### config.mk
export PLATFORM = sky130hd
export DESIGN_NAME = fp_rnd_seq_flat
export DESIGN_NICKNAME = d
export VERILOG_FILES = /design/src/rtl/fp_rnd_seq_pkg.sv /design/src/rtl/fp_rnd_seq_if.sv /design/src/rtl/fp_rnd_inc.sv /design/src/rtl/fp_rnd_seq.sv /design/src/flat_wrapper.sv
export SDC_FILE = /design/constraint.sdc
export NUM_CORES = 1
export LEC_CHECK = 0
export BUFFER_PORTS_ARGS = -buffer_cell sky130_fd_sc_hd__clkbuf_2
export CAP_MARGIN = 30
export CORE_ASPECT_RATIO = 1.75
export CORE_MARGIN = 2
export CORE_UTILIZATION = 25
export CTS_BUF_LIST = sky130_fd_sc_hd__clkbuf_4
export DETAILED_ROUTE_END_ITERATION = 12
export SETUP_SLACK_MARGIN = 0.02
export SYNTH_ARGS = -nofsm -noshare
export SYNTH_HDL_FRONTEND = slang
export SYNTH_SLANG_ARGS = --single-unit
### constraint.sdc
create_clock -name clk -period 28.8 [get_ports clk]
set_input_delay 1.44 -clock clk [delete_from_list [all_inputs] [get_ports clk]]
set_output_delay 1.44 -clock clk [all_outputs]
set_load 0.005 [all_outputs]
### src/rtl/fp_rnd_seq_pkg.sv
// Shared types for the FP rounding/packing stage: rounding modes, fflags
// bit positions, canonical NaN encodings and the sequencer state encoding.
package fp_rnd_seq_pkg;

  localparam int FLEN_DEF = 64;
  localparam int EXPW_DEF = 14;

  typedef enum logic [2:0] {
    RM_RNE = 3'd0,
    RM_RTZ = 3'd1,
    RM_RDN = 3'd2,
    RM_RUP = 3'd3,
    RM_RMM = 3'd4
  } rm_e;

  // Bit positions inside fflags = {NV,DZ,OF,UF,NX}
  localparam int FF_NV = 4;
  localparam int FF_DZ = 3;
  localparam int FF_OF = 2;
  localparam int FF_UF = 1;
  localparam int FF_NX = 0;

  // Single NaN is NaN-boxed into the upper 32 bits
  localparam logic [63:0] NAN_S = 64'hFFFF_FFFF_7FC0_0000;
  localparam logic [63:0] NAN_D = 64'h7FF8_0000_0000_0000;

  typedef enum logic [1:0] {
    S_IDLE  = 2'd0,
    S_ROUND = 2'd1,
    S_PACK  = 2'd2,
    S_OUT   = 2'd3
  } state_e;

endpackage

### src/rtl/fp_rnd_seq_if.sv
// Producer/consumer bundle of the rounding stage. The slave modport is the
// rounding stage itself; the master modport is the surrounding FPU.
interface fp_rnd_seq_if #(
  parameter int FLEN = 64,
  parameter int EXPW = 14
);
  logic                   in_valid;
  logic                   in_ready;
  logic                   sig;
  logic signed [EXPW-1:0] expo;
  logic [53:0]            mant;
  logic [1:0]             rema;
  logic [1:0]             fmt;
  logic [2:0]             rm;
  logic [2:0]             grs;
  logic                   snan;
  logic                   qnan;
  logic                   dbz;
  logic                   infs;
  logic                   zero;
  logic                   diff;
  logic                   out_valid;
  logic                   out_ready;
  logic [FLEN-1:0]        result;
  logic [4:0]             fflags;

  modport master (
    output in_valid, sig, expo, mant, rema, fmt, rm, grs,
           snan, qnan, dbz, infs, zero, diff, out_ready,
    input  in_ready, out_valid, result, fflags
  );

  modport slave (
    input  in_valid, sig, expo, mant, rema, fmt, rm, grs,
           snan, qnan, dbz, infs, zero, diff, out_ready,
    output in_ready, out_valid, result, fflags
  );
endinterface

### src/rtl/fp_rnd_inc.sv
// Combinational round-up decision and mantissa increment. The mantissa is
// LSB-aligned; single precision only uses the low 24 bits.
module fp_rnd_inc
  import fp_rnd_seq_pkg::*;
(
  input  logic [52:0] i_mant,
  input  logic        i_dbl,
  input  logic [2:0]  i_rm,
  input  logic        i_sig,
  input  logic [2:0]  i_grs,
  input  logic [1:0]  i_rema,
  output logic [53:0] o_sum,
  output logic        o_inexact
);

  // Reserved encodings 5..7 fall through to round-to-nearest-even.
  function automatic logic f_round_up(input logic [2:0] rm, input logic sig,
                                      input logic g, input logic r,
                                      input logic s, input logic lsb);
    logic inx;
    inx = g | r | s;
    case (rm)
      RM_RTZ:  f_round_up = 1'b0;
      RM_RDN:  f_round_up = sig & inx;
      RM_RUP:  f_round_up = ~sig & inx;
      RM_RMM:  f_round_up = g;
      default: f_round_up = g & (r | s | lsb);
    endcase
  endfunction

  logic [52:0] w_m;
  logic        w_s;
  logic        w_inc;

  // Remainder bits from div/sqrt only ever make the result more inexact.
  always_comb begin
    w_m       = i_dbl ? i_mant : {29'd0, i_mant[23:0]};
    w_s       = i_grs[0] | i_rema[1] | i_rema[0];
    o_inexact = i_grs[2] | i_grs[1] | w_s;
    w_inc     = f_round_up(i_rm, i_sig, i_grs[2], i_grs[1], w_s, w_m[0]);
    o_sum     = {1'b0, w_m} + {53'd0, w_inc};
  end

endmodule

### src/rtl/fp_rnd_seq.sv
// Sequential IEEE 754 round-and-pack stage (IDLE -> ROUND -> PACK -> OUT).
// One record in flight; FP32 results are NaN-boxed into FLEN bits.
// Build option FP_RND_FTZ_EN: flush subnormal results to signed zero.
module fp_rnd_seq
  import fp_rnd_seq_pkg::*;
#(
  parameter int FLEN = FLEN_DEF,
  parameter int EXPW = EXPW_DEF
) (
  input logic         clk,
  input logic         rst_n,
  input logic         clear,
  fp_rnd_seq_if.slave bus
);

  localparam logic signed [EXPW-1:0] E_ZERO = '0;
  localparam logic signed [EXPW-1:0] E_ONE  = 1;
  localparam logic signed [EXPW-1:0] EMAX_S = 255;
  localparam logic signed [EXPW-1:0] EMAX_D = 2047;

  function automatic logic [63:0] f_pack(input logic dbl, input logic s,
                                         input logic [10:0] e,
                                         input logic [51:0] frac);
    f_pack = dbl ? {s, e, frac} : {32'hFFFF_FFFF, s, e[7:0], frac[22:0]};
  endfunction

  // Saturate to infinity only when the rounding direction points away from zero.
  function automatic logic f_ovf_to_inf(input logic [2:0] rm, input logic sig);
    case (rm)
      RM_RTZ:  f_ovf_to_inf = 1'b0;
      RM_RDN:  f_ovf_to_inf = sig;
      RM_RUP:  f_ovf_to_inf = ~sig;
      default: f_ovf_to_inf = 1'b1;
    endcase
  endfunction

  state_e                 r_state, w_next;
  logic                   r_sig, r_dbl, r_snan, r_qnan, r_dbz, r_infs, r_zero, r_diff;
  logic signed [EXPW-1:0] r_expo;
  logic [52:0]            r_mant;
  logic [1:0]             r_rema;
  logic [2:0]             r_rm, r_grs;
  logic                   r_inexact, r_uf_cand;
  logic [51:0]            r_frac;
  logic                   r_out_valid;
  logic [FLEN-1:0]        r_result;
  logic [4:0]             r_fflags;

  logic [53:0]            w_sum;
  logic                   w_inexact, w_carry, w_hidden;
  logic [51:0]            w_frac_rnd;
  logic signed [EXPW-1:0] w_expo_rnd, w_emax;
  logic [63:0]            w_pack;
  logic [4:0]             w_flags;
  logic                   w_unused;

  assign w_unused      = bus.mant[53];
  assign bus.in_ready  = (r_state == S_IDLE);
  assign bus.out_valid = r_out_valid;
  assign bus.result    = r_result;
  assign bus.fflags    = r_fflags;

  fp_rnd_inc u_inc (
    .i_mant   (r_mant),
    .i_dbl    (r_dbl),
    .i_rm     (r_rm),
    .i_sig    (r_sig),
    .i_grs    (r_grs),
    .i_rema   (r_rema),
    .o_sum    (w_sum),
    .o_inexact(w_inexact)
  );

  // State register
  always_ff @(posedge clk) begin
    if (!rst_n) r_state <= S_IDLE;
    else        r_state <= w_next;
  end

  // Next-state logic; clear flushes from any state
  always_comb begin
    w_next = r_state;
    case (r_state)
      S_IDLE:  if (bus.in_valid) w_next = S_ROUND;
      S_ROUND: w_next = S_PACK;
      S_PACK:  w_next = S_OUT;
      S_OUT:   if (bus.out_ready) w_next = S_IDLE;
      default: w_next = S_IDLE;
    endcase
    if (clear) w_next = S_IDLE;
  end

  // Mantissa carry renormalises; a subnormal rounding into the hidden bit becomes normal
  always_comb begin
    w_carry    = r_dbl ? w_sum[53] : w_sum[24];
    w_hidden   = r_dbl ? w_sum[52] : w_sum[23];
    if (r_dbl) w_frac_rnd = w_carry ? w_sum[52:1] : w_sum[51:0];
    else       w_frac_rnd = w_carry ? {29'd0, w_sum[23:1]} : {29'd0, w_sum[22:0]};
    w_expo_rnd = r_expo + (w_carry ? E_ONE : E_ZERO);
    if ((r_expo == E_ZERO) && w_hidden) w_expo_rnd = E_ONE;
  end

  // Record capture in IDLE and rounded mantissa/exponent in ROUND
  always_ff @(posedge clk) begin
    if ((r_state == S_IDLE) && bus.in_valid && !clear) begin
      r_sig     <= bus.sig;
      r_expo    <= bus.expo;
      r_mant    <= bus.mant[52:0];
      r_rema    <= bus.rema;
      r_dbl     <= (bus.fmt == 2'd1);
      r_rm      <= bus.rm;
      r_grs     <= bus.grs;
      r_snan    <= bus.snan;
      r_qnan    <= bus.qnan;
      r_dbz     <= bus.dbz;
      r_infs    <= bus.infs;
      r_zero    <= bus.zero;
      r_diff    <= bus.diff;
      r_uf_cand <= (bus.expo == E_ZERO);
    end
    if (r_state == S_ROUND) begin
      r_frac    <= w_frac_rnd;
      r_expo    <= w_expo_rnd;
      r_inexact <= w_inexact;
    end
  end

  // Final encoding: specials first, then overflow, then finite pack
  always_comb begin
    w_pack  = '0;
    w_flags = '0;
    w_emax  = r_dbl ? EMAX_D : EMAX_S;
    if (r_snan) begin
      w_pack         = r_dbl ? NAN_D : NAN_S;
      w_flags[FF_NV] = 1'b1;
    end else if (r_qnan) begin
      w_pack = r_dbl ? NAN_D : NAN_S;
    end else if (r_dbz) begin
      w_pack         = f_pack(r_dbl, r_sig, 11'h7FF, 52'd0);
      w_flags[FF_DZ] = 1'b1;
    end else if (r_infs) begin
      w_pack = f_pack(r_dbl, r_sig, 11'h7FF, 52'd0);
    end else if (r_zero) begin
      // An exact cancellation (x - x) is -0 only when rounding down
      w_pack = f_pack(r_dbl, r_diff ? (r_rm == RM_RDN) : r_sig, 11'd0, 52'd0);
    end else if (r_expo >= w_emax) begin
      w_flags[FF_OF] = 1'b1;
      w_flags[FF_NX] = 1'b1;
      if (f_ovf_to_inf(r_rm, r_sig)) w_pack = f_pack(r_dbl, r_sig, 11'h7FF, 52'd0);
      else                           w_pack = f_pack(r_dbl, r_sig, 11'h7FE, '1);
    end else begin
      w_pack         = f_pack(r_dbl, r_sig, r_expo[10:0], r_frac);
      w_flags[FF_NX] = r_inexact;
      w_flags[FF_UF] = r_uf_cand & r_inexact;
`ifdef FP_RND_FTZ_EN
      if ((r_expo == E_ZERO) && (r_dbl ? (|r_frac) : (|r_frac[22:0]))) begin
        w_pack         = f_pack(r_dbl, r_sig, 11'd0, 52'd0);
        w_flags[FF_UF] = 1'b1;
        w_flags[FF_NX] = 1'b1;
      end
`endif
    end
  end

  // Output registers: loaded leaving PACK, held through OUT until consumed
  always_ff @(posedge clk) begin
    if (!rst_n) begin
      r_out_valid <= 1'b0;
      r_result    <= '0;
      r_fflags    <= '0;
    end else begin
      r_out_valid <= (w_next == S_OUT);
      if ((r_state == S_PACK) && !clear) begin
        r_result <= w_pack[FLEN-1:0];
        r_fflags <= w_flags;
      end
    end
  end

endmodule

### src/flat_wrapper.sv
// flat-port wrapper written by rule: the top's interface ports become plain ports
module fp_rnd_seq_flat import fp_rnd_seq_pkg::*;
#(
  parameter int FLEN = FLEN_DEF,
  parameter int EXPW = EXPW_DEF
)
  (clk, rst_n, clear, bus_in_valid, bus_sig, bus_expo, bus_mant, bus_rema, bus_fmt, bus_rm, bus_grs, bus_snan, bus_qnan, bus_dbz, bus_infs, bus_zero, bus_diff, bus_out_ready, bus_in_ready, bus_out_valid, bus_result, bus_fflags);
  fp_rnd_seq_if #(.FLEN(FLEN), .EXPW(EXPW)) bus_i ();
  input logic clk;
  input logic rst_n;
  input logic clear;
  input wire logic [$bits(bus_i.in_valid)-1:0] bus_in_valid;
  input wire logic [$bits(bus_i.sig)-1:0] bus_sig;
  input wire logic [$bits(bus_i.expo)-1:0] bus_expo;
  input wire logic [$bits(bus_i.mant)-1:0] bus_mant;
  input wire logic [$bits(bus_i.rema)-1:0] bus_rema;
  input wire logic [$bits(bus_i.fmt)-1:0] bus_fmt;
  input wire logic [$bits(bus_i.rm)-1:0] bus_rm;
  input wire logic [$bits(bus_i.grs)-1:0] bus_grs;
  input wire logic [$bits(bus_i.snan)-1:0] bus_snan;
  input wire logic [$bits(bus_i.qnan)-1:0] bus_qnan;
  input wire logic [$bits(bus_i.dbz)-1:0] bus_dbz;
  input wire logic [$bits(bus_i.infs)-1:0] bus_infs;
  input wire logic [$bits(bus_i.zero)-1:0] bus_zero;
  input wire logic [$bits(bus_i.diff)-1:0] bus_diff;
  input wire logic [$bits(bus_i.out_ready)-1:0] bus_out_ready;
  output wire logic [$bits(bus_i.in_ready)-1:0] bus_in_ready;
  output wire logic [$bits(bus_i.out_valid)-1:0] bus_out_valid;
  output wire logic [$bits(bus_i.result)-1:0] bus_result;
  output wire logic [$bits(bus_i.fflags)-1:0] bus_fflags;
  assign bus_i.in_valid = bus_in_valid;
  assign bus_i.sig = bus_sig;
  assign bus_i.expo = bus_expo;
  assign bus_i.mant = bus_mant;
  assign bus_i.rema = bus_rema;
  assign bus_i.fmt = bus_fmt;
  assign bus_i.rm = bus_rm;
  assign bus_i.grs = bus_grs;
  assign bus_i.snan = bus_snan;
  assign bus_i.qnan = bus_qnan;
  assign bus_i.dbz = bus_dbz;
  assign bus_i.infs = bus_infs;
  assign bus_i.zero = bus_zero;
  assign bus_i.diff = bus_diff;
  assign bus_i.out_ready = bus_out_ready;
  assign bus_in_ready = bus_i.in_ready;
  assign bus_out_valid = bus_i.out_valid;
  assign bus_result = bus_i.result;
  assign bus_fflags = bus_i.fflags;
  fp_rnd_seq #(.FLEN(FLEN), .EXPW(EXPW)) u_core (.clk(clk), .rst_n(rst_n), .clear(clear), .bus(bus_i));
endmodule
Word-level counts from Yosys, hierarchy flattened
Index checks and enable logic that the tools add are counted.
{ "totals": {"input_bits": 90, "ff_bits": 209, "elab_cells": 98, "out_inout_bits": 71} }
{ "classes": {"bitwise_logic": 11, "muxes": 46, "n_reduce_logical": 9, "n_lt_le_gt_ge": 1, "eq_ne": 9, "addsub": 2} }
{ "op_table": {"columns": ["op", "n"], "rows": [
  ["$mux W64", 12],
  ["$mux W52", 2],
  ["$add A53 B1 Y54", 1],
  ["$mux W53", 1],
  ["$mux W14", 3],
  ["$logic_not A14 Y1", 2],
  ["$mux W23", 1],
  ["$mux W1", 15],
  ["$add A14 B14 Y14", 1],
  ["$ge A14 B14 Y1", 1],
  ["$mux W11", 1],
  ["$mux W3", 3],
  ["$mux W4", 2],
  ["$pmux W2 S4", 1],
  ["$eq A2 B2 Y1 const B", 3],
  ["$eq A3 B2 Y1 const B", 2],
  ["$mux W2", 3],
  ["$or A1 B1 Y1", 6],
  ["$and A1 B1 Y1", 4],
  ["$eq A2 B1 Y1 const B", 2],
  ["$logic_and A1 B1 Y1", 4],
  ["$pmux W1 S4", 1],
  ["$eq A3 B1 Y1 const B", 1],
  ["$eq A3 B3 Y1 const B", 1],
  ["other kinds (5)", 5]
]} }

Depth between registers and ports, before layout
{ "depth": {"word_depth": 15, "mapped_depth": 20, "depth_no_buf": 18} }

Hierarchy
Synthesis repeated with hierarchy kept, for this count alone.
{ "hier_totals": {"cells_unflattened": 902, "area_unflattened_um2": 9902.0} }
{ "by_module_without_submodules": {"columns": ["mod", "n_inst", "cells_each", "seq_area_each_um2", "area_per_inst_um2"], "rows": [
  ["fp_rnd_seq", 1, 690, 5555.3, 8528.2],
  ["fp_rnd_inc", 1, 212, 0.0, 1373.8]
]} }

Worst setup path before layout
OpenSTA, ideal clock, no wires.
{ "synth_path": {"kind": "input to register", "startpoint": "input port clear", "endpoint": "register u_core.r_expo[0] (enable)", "path_slack_ns": 18.586, "setup_ns": 0.339, "t_required_ns": 28.461, "n_path_buf": 0, "arrival_time_ns": 9.875, "path_stages": 2, "path_cell_list": "nor4b_1 or2_2"} }
{ "synth_between": {"elab_chain_cells": 3} }
{ "synth_rtl": {"columns": ["element", "line", "text"], "rows": [
  ["start: declaration", "flat_wrapper.sv:11", "input logic clear;"],
  ["$logic_not A1 Y1", "fp_rnd_seq.sv:105", "if ((r_state == S_IDLE) && bus.in_valid && !clear) begin"],
  ["$logic_and A1 B1 Y1", "fp_rnd_seq.sv:105", null],
  ["$reduce_bool A2 Y1 (no line)", null, null],
  ["end signal: assignment", "fp_rnd_seq.sv:107", "r_expo <= bus.expo;"],
  ["end signal: assignment", "fp_rnd_seq.sv:123", "r_expo <= w_expo_rnd;"],
  ["end: declaration", "fp_rnd_seq.sv:39", "logic signed [EXPW-1:0] r_expo;"]
]} }
No other way between the ends.
A chain may end at the register's enable or synchronous reset.

Worst setup path after layout
{ "layout_path": {"startpoint": "register u_core.r_rm[2]", "endpoint": "register u_core.r_expo[12], data pin"} }
{ "layout_between": {"elab_chain_cells": 8, "word_cells_on_any_way": 13, "classes_between": "add/sub: 2; eq/ne: 4; mux: 6; reduce/logical: 1"} }
{ "layout_rtl": {"columns": ["element", "line", "text"], "rows": [
  ["start: declaration", "fp_rnd_seq.sv:42", "logic [2:0] r_rm, r_grs;"],
  ["start signal: assignment", "fp_rnd_seq.sv:111", "r_rm <= bus.rm;"],
  ["$eq A3 B3 Y1, or another cell as far along", "fp_rnd_inc.sv:22", "case (rm)"],
  ["$pmux W1 S4 (*)", "fp_rnd_inc.sv:22", null],
  ["$add A53 B1 Y54 (*)", "fp_rnd_inc.sv:41", "o_sum = {1'b0, w_m} + {53'd0, w_inc};"],
  ["$mux W1", "fp_rnd_seq.sv:95", "w_carry = r_dbl ? w_sum[53] : w_sum[24];"],
  ["$mux W1", "fp_rnd_seq.sv:99", "w_expo_rnd = r_expo + (w_carry ? E_ONE : E_ZERO);"],
  ["$add A14 B14 Y14", "fp_rnd_seq.sv:99", null],
  ["$mux W14 (*)", "fp_rnd_seq.sv:100", "if ((r_expo == E_ZERO) && w_hidden) w_expo_rnd = E_ONE;"],
  ["$mux W14 (*)", "fp_rnd_seq.sv:121", "if (r_state == S_ROUND) begin"]
]} }
Mark *: on every way between the ends. The rest lies on a longest branch, timed or not.

==> run metrics <==
outcome finished clean; mean cell area of the mapped netlist 10.6 um^2; Critical path origin u_core.r_rm[2]; measured slew at the worst slew-check pin 0.905 ns; Num CTS Buffers 46; Final TNS setup 0 ns; Tcrit/Tclk final 15.9%; share of final-layout standard cells stronger than drive strength 1 23.6%; most prevalent standard cell on the critical path ha_1; total power density per cell area 53.0 nW/um^2; syn nets 994; reg-to-reg startpoint u_core.r_rm[2]; largest net degree at the start of global routing 72; cells after synthesis 891; prevailing post-synth register cell edfxtp_1; Floorplan Core Area 37400 um^2; standard-cell row count 94; clock-pin slew on the worst setup and hold paths 0.08 ns; die boundary height 261 um; path class of the lowest-slack min-delay path register to register; most instantiated library cell after synthesis edfxtp_1; top cell type's share of synthesized area 43.7%; TritonCTS clock tree done; global-route usage over all layers 13.2%; post-route worst hold slack 0.453 ns; RSZ-0062 raised after global routing false; ranking of synthesized cells by instance count edfxtp_1 (137), nand2_1 (100), nor2_1 (87); post-synthesis to final-layout area growth 20.4%; Top-Level Pins 161; CP max stage cell edfxtp_1; area of the mapped netlist 9400 um^2; final routed wirelength across all metal layers 25600 um; post-layout total power 0.000600 W; start point of the worst hold path u_core.bus.result[15]; endpoint required time on the critical path 29.24 ns; post-CTS resize count 0; yosys synthesis warning count 0; count of final hold-check violations 0; total area of multi-input combinational cells 3630 um^2; count of final max-slew check failures 0; die footprint 39200 um^2; quantity of hold-fixing buffers added after cts 0; Post-CTS Repair Setup Buffers 0; footprint of the flip-flops and latches 5560 um^2; antenna-violating nets left 0; detailed placer's ending HPWL 19600 um; register bit count reported by yosys 209; PortBufs 159; floorplan die width 151 um; register area share after synthesis 59.1%; per-cell routed wire length 16.2 um; Filler Cells Inserted 4005; DRC violation count after routing 0; number of enable-type register cells in the synthesized netlist 137; top fanout value on the critical path 9; VDD IR max 21.4 uV; placed cell areas 10700 um^2; count of clock tree sinks 209; distinct cell type count of the synthesized netlist 58; worst setup path class register to register; nature of the critical path startpoint register; post-synthesis async set-or-reset flop share 0%; setup violation total in the final timing report 0; number of DRC markers after the initial detailed-route iteration 410; master cell of the clock root buffer clkbuf_4; Clock Path Buffers 3; vias per std cell 4.53; number of antenna violations at the first check in global routing 1; slowest stage delay, CP 0.54 ns; Static Leakage 4.15 nW; ranking of synthesized cells by area edfxtp_1 (44%), dfxtp_1 (15%), o21ai_0 (4.5%); crit path cell chain inv_1 -> xnor2_1 -> nand2_1 -> o21ai_0 -> a21oi_1 -> o221a_2 -> ha_1 -> ha_1 -> nand3_1 -> nor3_1 -> nand2_1 -> o21ai_0 -> ha_1 -> ha_1 -> nand3_1 -> nor3_1 -> xnor2_1 -> o21ai_0; Rel. slew slack 39.6%; total number of vias 7152; Clock H-tree levels 2; gpl congestion 0.911; worst endpoint data arrival time 5.03 ns; area of all placed cells without fillers 11300 um^2; achievable frequency 218 MHz; cell type with the highest aggregate area in the netlist edfxtp_1; initial standard-cell utilization of the core 25.1%; Worst-Skew Late Latency 0.70 ns; Pre-antenna DRT Iters 5; number of maximum-capacitance violations 0; worst setup skew after layout 0.0311 ns; final critical delay including setup and external delays 4.59 ns; number of global-route vias before repair 7280; number of nets at the end of the flow 1171; endpoint kind of the worst setup timing path register; first-pass GRT wire length 39700 um; global route overflow 0
[final timing paths]
path,end,slack (ns),depth (start not counted)
worst max register to register,u_core.r_expo[12],24.21,18
worst max-delay path,u_core.r_expo[12],24.21,18
worst min register to register,u_core.bus.result[15],0.45,2
worst min-delay path,u_core.bus.result[15],0.45,2
[cell usage in the layout, fill, tap and decap left out, drive strengths merged, types with 3 or more instances in the layout]
| cell | netlist | layout |
|---|---|---|
| mux2i | 5 | 5 |
| nand2 | 100 | 100 |
| and3 | 3 | 3 |
| xor2 | 22 | 22 |
| clkinv | 0 | 13 |
| nand3 | 28 | 28 |
| a21oi | 67 | 67 |
| a211oi | 7 | 7 |
| clkbuf | 39 | 223 |
| a21o | 3 | 3 |
| nand3b | 19 | 19 |
| nor4 | 17 | 17 |
| nor3 | 19 | 19 |
| a31oi | 5 | 5 |
| edfxtp | 137 | 137 |
| ha | 13 | 13 |
| nand2b | 5 | 5 |
| buf | 5 | 14 |
| a22o | 3 | 3 |
| nand4 | 25 | 25 |
| o31ai | 3 | 3 |
| o211ai | 4 | 4 |
| inv | 15 | 16 |
| nor2b | 12 | 12 |
| o21ai | 90 | 90 |
| a21boi | 4 | 4 |
| and4 | 6 | 6 |
| xnor2 | 36 | 36 |
| or2 | 3 | 3 |
| and2 | 4 | 4 |
| dfxtp | 72 | 72 |
| or3 | 6 | 6 |
| nor2 | 87 | 87 |
| or4 | 6 | 6 |
[sequential cells by signal (all words and copies together), names as in the netlist, 2 cells and up]
name and flops:
u_core.r_mant 53, u_core.r_rema 2, u_core.r_grs 3, u_core.r_state 2, u_core.bus.result 64, u_core.r_frac 52
u_core.bus.fflags 5, u_core.r_expo 14, u_core.r_rm 3
[cell type report]
class | count | share of cell area (%)
multi-input cells | 623 | 32.1
repair buffers | 173 | 8.14
flip-flops and latches | 209 | 49.1
diodes | 1 | 0.0221
well taps | 480 | 5.31
clock inverters | 15 | 0.608
clock buffers | 64 | 4.24
inverters | 15 | 0.497
[stage by stage]
step	std cells	setup WS, ns	util [%]
after detailed placement	1499	24.17	28.7
after global placement	1498	24.24	28.7
after floorplan	891	18.59	-
after global routing	1580	23.83	30.3
after CTS	1578	24.15	30.2
final	1580	24.21	30.3
[layer usage]
metal  global-route usage [%]  wire length, um
met1                     14.2             9660
met3                     2.52             1260
met4                     8.75             1620
met2                     23.2            13100
met5                        0                0
[critical path: cells and delay by family (launching register included)]
kind / cells / cell delay, ns
AND/OR/NAND/NOR: 6 / 1.55
AO/OA/AOI/OAI: 5 / 0.96
adder cells (fa/ha/maj): 4 / 0.88
flip-flops: 1 / 0.54
XOR/XNOR: 2 / 0.28
buffers and inverters: 1 / 0.12
[kinds of logic (layout without fill, tap and decap cells)]
| kind of cell | after synthesis | after routing | share of synthesized area (%) |
|---|---|---|---|
| simple gates | 347 | 347 | 18.4 |
| flops | 209 | 209 | 59.1 |
| compound gates | 199 | 199 | 12.2 |
| buf+inv | 59 | 267 | 2.49 |
| xor+xnor | 58 | 58 | 5.40 |
| fa+ha+maj | 13 | 13 | 1.73 |
| mux | 6 | 6 | 0.652 |
| other cells | 0 | 1 | 0 |
[power breakdown]
| part | total (W) | internal (W) | switching, W |
|---|---|---|---|
| Sequential | 0.000340 | 0.000331 | 0.00000918 |
| Clock | 0.000219 | 0.000103 | 0.000116 |
| Combinational | 0.0000407 | 0.0000164 | 0.0000243 |
(Power assumes the default switching activity.)
